===== src/rtl/fp32_pkg.sv =====
// fp32_pkg: shared FP32 constants, operand classes and field-extract helpers.
// Used by the FP32 multiplier and the downstream FP32 adder.
// Contents:
//   FP32_NAN, FP32_POS_INF  canonical NaN and +Inf encodings
//   FP32_BIAS, EXP_MAX      exponent bias and all-ones exponent field
//   fp32_cls_e              operand class (zero/normal/inf/nan)
//   fp32_kind_e             result kind decided ahead of normalisation
//   fp32_sign/exp/frac      field extractors
package fp32_pkg;

   localparam logic [31:0] FP32_NAN     = 32'h7FC00000;
   localparam logic [31:0] FP32_POS_INF = 32'h7F800000;
   localparam int unsigned FP32_BIAS    = 127;
   localparam int unsigned EXP_MAX      = 255;

   typedef enum logic [1:0] {
      ClsZero,
      ClsNormal,
      ClsInf,
      ClsNan
   } fp32_cls_e;

   typedef enum logic [1:0] {
      KindNormal,
      KindZero,
      KindInf,
      KindNan
   } fp32_kind_e;

   function automatic logic fp32_sign(input logic [31:0] v);
      return v[31];
   endfunction

   function automatic logic [7:0] fp32_exp(input logic [31:0] v);
      return v[30:23];
   endfunction

   function automatic logic [22:0] fp32_frac(input logic [31:0] v);
      return v[22:0];
   endfunction

endpackage


===== src/rtl/fp32_unpack.sv =====
// fp32_unpack: classifies one FP32 operand and returns its fields.
// Subnormals are flushed: an exponent field of 0 always classifies as zero.
// Ports:
//   op_i    [31:0] FP32 operand
//   sign_o         sign bit
//   cls_o          operand class (zero/normal/inf/nan)
//   exp_o   [7:0]  biased exponent field
//   mant_o  [23:0] mantissa with hidden 1 for normals, 0 for zero class
module fp32_unpack
   import fp32_pkg::*;
(
   input  logic [31:0] op_i,
   output logic        sign_o,
   output fp32_cls_e   cls_o,
   output logic [7:0]  exp_o,
   output logic [23:0] mant_o
);

   logic [7:0]  exp_f;
   logic [22:0] frac_f;

   always_comb begin
      exp_f  = fp32_exp(op_i);
      frac_f = fp32_frac(op_i);
      sign_o = fp32_sign(op_i);
      exp_o  = exp_f;
      mant_o = {1'b1, frac_f};
      if (exp_f == 8'd0) begin
         cls_o  = ClsZero;
         mant_o = '0;
      end else if (exp_f == 8'(EXP_MAX)) begin
         cls_o = (frac_f == 23'd0) ? ClsInf : ClsNan;
      end else begin
         cls_o = ClsNormal;
      end
   end

endmodule


===== src/rtl/fp32_multiplier.sv =====
// fp32_multiplier: pipelined IEEE-754 single-precision multiplier, one pair per clock.
// Pair accepted on edge N (x_rdy & y_rdy) gives done/z_data after edge N+3:
//   edge N   : operands captured
//   edge N+1 : S1 unpack/classify registered
//   edge N+2 : S2 24x24 mantissa product and exponent sum registered
//   edge N+3 : S3 normalise/round result registered, done pulses
// Subnormal inputs and outputs flush to signed zero. Default rounding is truncation;
// define FP_MUL_ROUND_NEAREST_EN for round-to-nearest-even.
// Ports:
//   clk, rst_n        clock, asynchronous active-low reset
//   x_rdy, y_rdy      operand valids; both high accepts the pair
//   x_data, y_data    FP32 operands
//   z_data            FP32 product, held between results
//   done              one-cycle pulse per new product
module fp32_multiplier
   import fp32_pkg::*;
#(
   parameter int unsigned LATENCY = 3,
   parameter int unsigned FTZ     = 1
) (
   input  logic        clk,
   input  logic        rst_n,
   input  logic        x_rdy,
   input  logic        y_rdy,
   input  logic [31:0] x_data,
   input  logic [31:0] y_data,
   output logic [31:0] z_data,
   output logic        done
);

   if (LATENCY != 3) begin : gen_latency_check
      $error("fp32_multiplier: only LATENCY = 3 is supported");
   end
   if (FTZ != 1) begin : gen_ftz_check
      $error("fp32_multiplier: only FTZ = 1 is supported");
   end

   // capture stage
   logic        v0_q;
   logic [31:0] x0_q, y0_q;

   // S1
   logic        sx, sy;
   fp32_cls_e   cls_x, cls_y;
   logic [7:0]  ex, ey;
   logic [23:0] mx, my;
   fp32_kind_e  kind1_d;
   logic        v1_q, sign1_q;
   fp32_kind_e  kind1_q;
   logic [7:0]  ex1_q, ey1_q;
   logic [23:0] mx1_q, my1_q;

   // S2
   logic               v2_q, sign2_q;
   fp32_kind_e         kind2_q;
   logic [47:0]        prod2_q;
   logic signed [9:0]  exp2_q;

   // S3
   logic [22:0]        frac3;
   logic signed [9:0]  exp3;
   logic [31:0]        z_d;
   logic               done_q;
   logic [31:0]        z_q;

   fp32_unpack u_unpack_x (
      .op_i   (x0_q),
      .sign_o (sx),
      .cls_o  (cls_x),
      .exp_o  (ex),
      .mant_o (mx)
   );

   fp32_unpack u_unpack_y (
      .op_i   (y0_q),
      .sign_o (sy),
      .cls_o  (cls_y),
      .exp_o  (ey),
      .mant_o (my)
   );

   // Special-case priority: NaN (incl. Inf*0) > Inf > zero.
   always_comb begin
      if (cls_x == ClsNan || cls_y == ClsNan ||
          (cls_x == ClsInf && cls_y == ClsZero) ||
          (cls_x == ClsZero && cls_y == ClsInf)) begin
         kind1_d = KindNan;
      end else if (cls_x == ClsInf || cls_y == ClsInf) begin
         kind1_d = KindInf;
      end else if (cls_x == ClsZero || cls_y == ClsZero) begin
         kind1_d = KindZero;
      end else begin
         kind1_d = KindNormal;
      end
   end

`ifdef FP_MUL_ROUND_NEAREST_EN
   logic        guard3, sticky3, round_up3;
   logic [24:0] mant3;
`else
   logic unused_prod_lo;
   assign unused_prod_lo = ^prod2_q[22:0];
`endif

   always_comb begin
      // Normal operands give a product in [2^46, 2^48).
      if (prod2_q[47]) begin
         frac3 = prod2_q[46:24];
         exp3  = exp2_q + 10'sd1;
      end else begin
         frac3 = prod2_q[45:23];
         exp3  = exp2_q;
      end
`ifdef FP_MUL_ROUND_NEAREST_EN
      guard3    = prod2_q[47] ? prod2_q[23] : prod2_q[22];
      sticky3   = prod2_q[47] ? (|prod2_q[22:0]) : (|prod2_q[21:0]);
      round_up3 = guard3 & (sticky3 | frac3[0]);
      mant3     = {2'b01, frac3} + 25'(round_up3);
      // 1.11..1 + ulp carries into 10.00..0: renormalise.
      if (mant3[24]) begin
         frac3 = '0;
         exp3  = exp3 + 10'sd1;
      end else begin
         frac3 = mant3[22:0];
      end
`endif
      z_d = '0;
      unique case (kind2_q)
         KindNan:  z_d = FP32_NAN;
         KindInf:  z_d = {sign2_q, FP32_POS_INF[30:0]};
         KindZero: z_d = {sign2_q, 31'd0};
         default: begin
            if (exp3 >= $signed(10'(EXP_MAX))) begin
               z_d = {sign2_q, FP32_POS_INF[30:0]};
            end else if (exp3 <= 10'sd0) begin
               z_d = {sign2_q, 31'd0};
            end else begin
               z_d = {sign2_q, exp3[7:0], frac3};
            end
         end
      endcase
   end

   always_ff @(posedge clk or negedge rst_n) begin
      if (!rst_n) begin
         v0_q    <= 1'b0;
         x0_q    <= '0;
         y0_q    <= '0;
         v1_q    <= 1'b0;
         sign1_q <= 1'b0;
         kind1_q <= KindZero;
         ex1_q   <= '0;
         ey1_q   <= '0;
         mx1_q   <= '0;
         my1_q   <= '0;
         v2_q    <= 1'b0;
         sign2_q <= 1'b0;
         kind2_q <= KindZero;
         prod2_q <= '0;
         exp2_q  <= '0;
         done_q  <= 1'b0;
         z_q     <= '0;
      end else begin
         v0_q <= x_rdy & y_rdy;
         if (x_rdy & y_rdy) begin
            x0_q <= x_data;
            y0_q <= y_data;
         end
         v1_q <= v0_q;
         if (v0_q) begin
            sign1_q <= sx ^ sy;
            kind1_q <= kind1_d;
            ex1_q   <= ex;
            ey1_q   <= ey;
            mx1_q   <= mx;
            my1_q   <= my;
         end
         v2_q <= v1_q;
         if (v1_q) begin
            sign2_q <= sign1_q;
            kind2_q <= kind1_q;
            prod2_q <= 48'(mx1_q) * 48'(my1_q);
            exp2_q  <= $signed({2'b00, ex1_q}) + $signed({2'b00, ey1_q})
                       - $signed(10'(FP32_BIAS));
         end
         done_q <= v2_q;
         if (v2_q) begin
            z_q <= z_d;
         end
      end
   end

   assign z_data = z_q;
   assign done   = done_q;

endmodule

===== config.mk =====
export PLATFORM = sky130hd
export DESIGN_NAME = fp32_multiplier
export DESIGN_NICKNAME = d
export VERILOG_FILES = /design/src/rtl/fp32_pkg.sv /design/src/rtl/fp32_unpack.sv /design/src/rtl/fp32_multiplier.sv
export SDC_FILE = /design/constraint.sdc
export NUM_CORES = 2
export LEC_CHECK = 0
export CAP_MARGIN = 10
export CORE_ASPECT_RATIO = 1.2
export CORE_MARGIN = 5
export CORE_UTILIZATION = 50
export DETAILED_ROUTE_END_ITERATION = 12
export PLACE_DENSITY = 0.8
export SLEW_MARGIN = 20
export SYNTH_ARGS = -nofsm -noshare
export SYNTH_HDL_FRONTEND = slang
export SYNTH_SLANG_ARGS = --single-unit

===== constraint.sdc =====
create_clock -name clk -period 6.7 [get_ports clk]
set_input_delay 1.34 -clock clk [delete_from_list [all_inputs] [get_ports clk]]
set_output_delay 1.34 -clock clk [all_outputs]
set_load 0.1 [all_outputs]

==> flow_summary.html <==
<table>
<tr><th>Metric</th><th>Value</th></tr>
<tr><th colspan="2">Clock tree</th></tr>
<tr><td>CTS tree</td><td>yes</td></tr>
<tr><td>Cell at the root of the clock tree</td><td>sky130_fd_sc_hd__clkbuf_16</td></tr>
<tr><td>Number of clock buffers inserted by TritonCTS</td><td>22</td></tr>
<tr><td>Clk sink count</td><td>205</td></tr>
<tr><td>Clock transition at path regs</td><td>0.07 ns</td></tr>
<tr><td>Hold buffer count at cts</td><td>0</td></tr>
<tr><td>Longest Clk Path Bufs</td><td>3</td></tr>
<tr><td>H-tree level count</td><td>1</td></tr>
<tr><td>Clock network latency to the later pin of the worst-skew pair</td><td>0.58 ns</td></tr>
<tr><th colspan="2">Timing</th></tr>
<tr><td>Final worst path period need</td><td>7.28 ns</td></tr>
<tr><td>Tcrit/Tclk final</td><td>109%</td></tr>
<tr><td>Normalized max-slew margin</td><td>31.9%</td></tr>
<tr><td>Final worst clock skew</td><td>0.0304 ns</td></tr>
<tr><td>Timing-limited maximum frequency</td><td>137 MHz</td></tr>
<tr><td>Smallest setup slack after layout</td><td>-0.577 ns</td></tr>
<tr><td>Number of pins exceeding their max-slew limit in the final report</td><td>0</td></tr>
<tr><td>Count of final setup violators</td><td>18</td></tr>
<tr><td>Unrepaired setup endpoints after global routing</td><td>yes</td></tr>
<tr><td>Final number of hold-violating endpoints</td><td>0</td></tr>
<tr><td>Actual slew at the worst max-slew pin</td><td>1.02 ns</td></tr>
<tr><th colspan="2">Placed design</th></tr>
<tr><td>Number of buffers inserted by port buffering</td><td>100</td></tr>
<tr><td>Final estimated routing congestion in global placement</td><td>0.999</td></tr>
<tr><td>Post-detail-place hpwl</td><td>60.9 mm</td></tr>
<tr><th colspan="2">Floorplan</th></tr>
<tr><td>IO Pins</td><td>101</td></tr>
<tr><td>Die Y</td><td>262 um</td></tr>
<tr><td>DIE WIDTH</td><td>220 um</td></tr>
<tr><td>Starting utilization of the core area</td><td>50.4%</td></tr>
<tr><td>Row Count</td><td>92</td></tr>
<tr><td>Overall die area</td><td>57800 um2</td></tr>
<tr><td>Placeable core region</td><td>52600 um2</td></tr>
<tr><th colspan="2">GRT</th></tr>
<tr><td>Residual overflow from global routing</td><td>0</td></tr>
<tr><td>Maximum number of pins on one net before global-route repair</td><td>140</td></tr>
<tr><td>Number of antenna violations at the first check in global routing</td><td>1</td></tr>
<tr><td>Number of global-route vias before repair</td><td>23.9k</td></tr>
<tr><td>Global-route wire length before repair</td><td>124 mm</td></tr>
<tr><td>Combined global-route utilization of all metal layers</td><td>27.4%</td></tr>
<tr><th colspan="2">Critical path</th></tr>
<tr><td>Endpoint type of the worst setup path</td><td>flip-flop</td></tr>
<tr><td>Launching instance or port of the critical path</td><td>mx1_q[13]</td></tr>
<tr><td>Sort of element at the start of the critical path</td><td>flip-flop</td></tr>
<tr><td>Worst endpoint required time</td><td>7.14 ns</td></tr>
<tr><td>Arrival time reported for the critical path endpoint</td><td>7.72 ns</td></tr>
<tr><td>Worst-path fanout max</td><td>8</td></tr>
<tr><td>Start-to-end type of the worst setup path</td><td>flip-flop to flip-flop</td></tr>
<tr><td>Reg-to-reg startpoint</td><td>mx1_q[13]</td></tr>
<tr><th colspan="2">Hold path</th></tr>
<tr><td>Type of the most critical hold path</td><td>flip-flop to flip-flop</td></tr>
<tr><td>Min-Delay Startpoint</td><td>prod2_q[46]</td></tr>
<tr><th colspan="2">Route</th></tr>
<tr><td>Wire length per cell</td><td>20.5 um</td></tr>
<tr><td>DRC violation count after routing</td><td>0</td></tr>
<tr><td>Iteration-0 DRC Markers</td><td>1709</td></tr>
<tr><td>Vias</td><td>21.6k</td></tr>
<tr><td>Post-detailed-route via-to-cell ratio</td><td>5.60</td></tr>
<tr><td>Total wire length</td><td>79.0 mm</td></tr>
<tr><td>Total iterations of the first detailed-routing run</td><td>7</td></tr>
<tr><td>Final ANT Viol Nets</td><td>0</td></tr>
<tr><th colspan="2">Yosys</th></tr>
<tr><td>Number of flops mapped to enable cells by yosys</td><td>0</td></tr>
<tr><td>Ranking of synthesized cells by area</td><td>sky130_fd_sc_hd__fa_1, sky130_fd_sc_hd__dfrtp_1, sky130_fd_sc_hd__inv_1</td></tr>
<tr><td>Sequential area share after synthesis</td><td>19.3%</td></tr>
<tr><td>Library cell with the largest summed area after synthesis</td><td>sky130_fd_sc_hd__fa_1</td></tr>
<tr><td>Share of Yosys cell area claimed by the top area cell type</td><td>36.4%</td></tr>
<tr><td>Total number of yosys warnings</td><td>0</td></tr>
<tr><td>Async set or reset register ratio after synthesis</td><td>100%</td></tr>
<tr><td>Mean area per synthesized cell</td><td>9.35 um2</td></tr>
<tr><td>Top flip-flop cell by instance count after synthesis</td><td>sky130_fd_sc_hd__dfrtp_1</td></tr>
<tr><td>Netlist Area Pre-Place</td><td>26500 um2</td></tr>
<tr><td>Synthesized instance count</td><td>2837</td></tr>
<tr><td>Syn Nets</td><td>3573</td></tr>
<tr><td>Synthesis-stage register bit count</td><td>205</td></tr>
<tr><td>Library cells used by synthesis</td><td>64</td></tr>
<tr><th colspan="2">Run status</th></tr>
<tr><td>Violated checks</td><td>setup timing</td></tr>
<tr><td>Status</td><td>finished, violations left</td></tr>
<tr><th colspan="2">Cells and area</th></tr>
<tr><td>Total of fill cells in the finished design</td><td>4023</td></tr>
<tr><td>Area growth from synthesis to final layout</td><td>21.2%</td></tr>
<tr><td>Number of diodes</td><td>0</td></tr>
<tr><td>Layout Nets</td><td>3873</td></tr>
<tr><td>End-of-flow core utilization</td><td>61.1%</td></tr>
<tr><td>Fraction of final layout cells with drive strength greater than 1</td><td>19.6%</td></tr>
<tr><th colspan="2">Flow run</th></tr>
<tr><td># Max-Cap Violations</td><td>0</td></tr>
</table>
[worst max-delay path, cell delays in order, from the launching register on]
cell and delay (ns):
sky130_fd_sc_hd__dfrtp_1 0.41, sky130_fd_sc_hd__inv_2 0.07, sky130_fd_sc_hd__buf_12 0.15, sky130_fd_sc_hd__nor2_4 0.26
sky130_fd_sc_hd__fa_2 0.53, sky130_fd_sc_hd__fa_1 0.53, sky130_fd_sc_hd__inv_2 0.06, sky130_fd_sc_hd__fa_2 0.58
sky130_fd_sc_hd__fa_1 0.44, sky130_fd_sc_hd__inv_2 0.08, sky130_fd_sc_hd__fa_2 0.44, sky130_fd_sc_hd__fa_1 0.50
sky130_fd_sc_hd__inv_1 0.05, sky130_fd_sc_hd__fa_1 0.47, sky130_fd_sc_hd__inv_1 0.06, sky130_fd_sc_hd__ha_4 0.28
sky130_fd_sc_hd__nand2_4 0.05, sky130_fd_sc_hd__o21bai_4 0.16, sky130_fd_sc_hd__a2111o_1 0.47, sky130_fd_sc_hd__a2111oi_4 0.21
sky130_fd_sc_hd__buf_4 0.19, sky130_fd_sc_hd__nor2_4 0.07, sky130_fd_sc_hd__o311ai_4 0.36, sky130_fd_sc_hd__buf_4 0.19
sky130_fd_sc_hd__a31oi_1 0.09, sky130_fd_sc_hd__xnor2_1 0.15, sky130_fd_sc_hd__mux2_2 0.26
[synth_stat cells, drive strengths merged (12+ instances only)]
cell type	n
clkbuf	127
and2	26
dfrtp	203
a21oi	53
mux2	100
o22ai	69
mux2i	24
nor2	289
a21o	15
nand3	19
xnor2	30
nor3	13
nand2	388
ha	186
buf	12
nand4	15
o21ai	36
fa	482
inv	634
[flip-flops by register name, indices dropped and copies added, names as in the netlist, 8 cells and up]
name	cells
z_data	32
y0_q	32
mx1_q	24
ex1_q	8
exp2_q	10
my1_q	24
prod2_q	25
x0_q	32
ey1_q	8
[final cells by class]
type | instances | area (um2) | area share [%]
Multi-Input combinational cell | 1852 | 19000 | 59.0
Sequential cell | 205 | 5140 | 16.0
Timing Repair Buffer | 415 | 3920 | 12.2
Inverter | 640 | 2440 | 7.58
Tap cell | 705 | 882 | 2.74
Clock buffer | 26 | 606 | 1.88
Clock inverter | 13 | 183 | 0.568
Timing Repair inverter | 1 | 7.51 | 0.0233
[layout by cell type, fill, tap and decap left out, drive strengths merged, types with 4 or more instances in the layout]
cell type,n
clkinv,11
clkbuf,30
a31oi,8
xor2,8
nor2b,4
and2,26
inv,637
dfrtp,203
o22ai,69
nand4,15
xnor2,30
a21o,15
o211ai,4
or4,9
nor3,13
a21oi,53
nand2,388
clkdlybuf4s50,99
o21bai,9
buf,312
mux2i,24
nor2,289
ha,186
o21ai,36
nand3,19
o21a,4
a221oi,4
nand4b,4
nor4,9
mux2,100
fa,482
[path summary, 6_finish.rpt]
path	end	slack (ns)	depth (start not counted)
min	prod2_q[46]	0.52	2
max	prod2_q[43]	-0.58	26
min in group asynchronous	z_data[4]	0.79	1
max reg2reg	prod2_q[43]	-0.58	26
max in group asynchronous	my1_q[5]	4.65	2
min reg2reg	prod2_q[46]	0.52	2
[what timing repair did]
action | CTS | global route
pin swaps | 11 | 64
setup endpoints to repair | 23 | 25
setup buffers | 28 | 24
gates cloned | 1 | 3
resized for setup | 98 | 100
[metal layers]
layer / global-route usage (%) / wire (um)
met1: 30.8 / 26100
met2: 45.6 / 38500
met3: 4.62 / 6000
met4: 21.8 / 8370
met5: 0 / 13
[logic make-up after synthesis]
family	synth area share, %
AND/OR/NAND/NOR	12.4
buffers and inverters	11.2
adder cells (fa/ha/maj)	45.1
AO/OA/AOI/OAI	5.54
flip-flops	19.3
multiplexers	5.15
XOR/XNOR	1.25
[per-stage QoR]
step | std cells | hold WS [ns] | setup slack [ns] | setup TNS (ns) | cell area, um2
after floorplan | 2837 | 0.374 | 0.0828 | 0 | 26700
final | 3857 | 0.516 | -0.577 | -6.87 | 32200
after global placement | 3763 | 0.478 | -0.336 | -4.06 | 30200
after CTS | 3831 | 0.495 | -0.294 | -1.66 | 31500
after global routing | 3857 | 0.527 | -0.785 | -11.60 | 32200
after detailed placement | 3763 | 0.479 | -0.517 | -7.18 | 30200
Power is not shown: default switching activity piles up to over one toggle a cycle in this logic, so the estimate is an artifact.
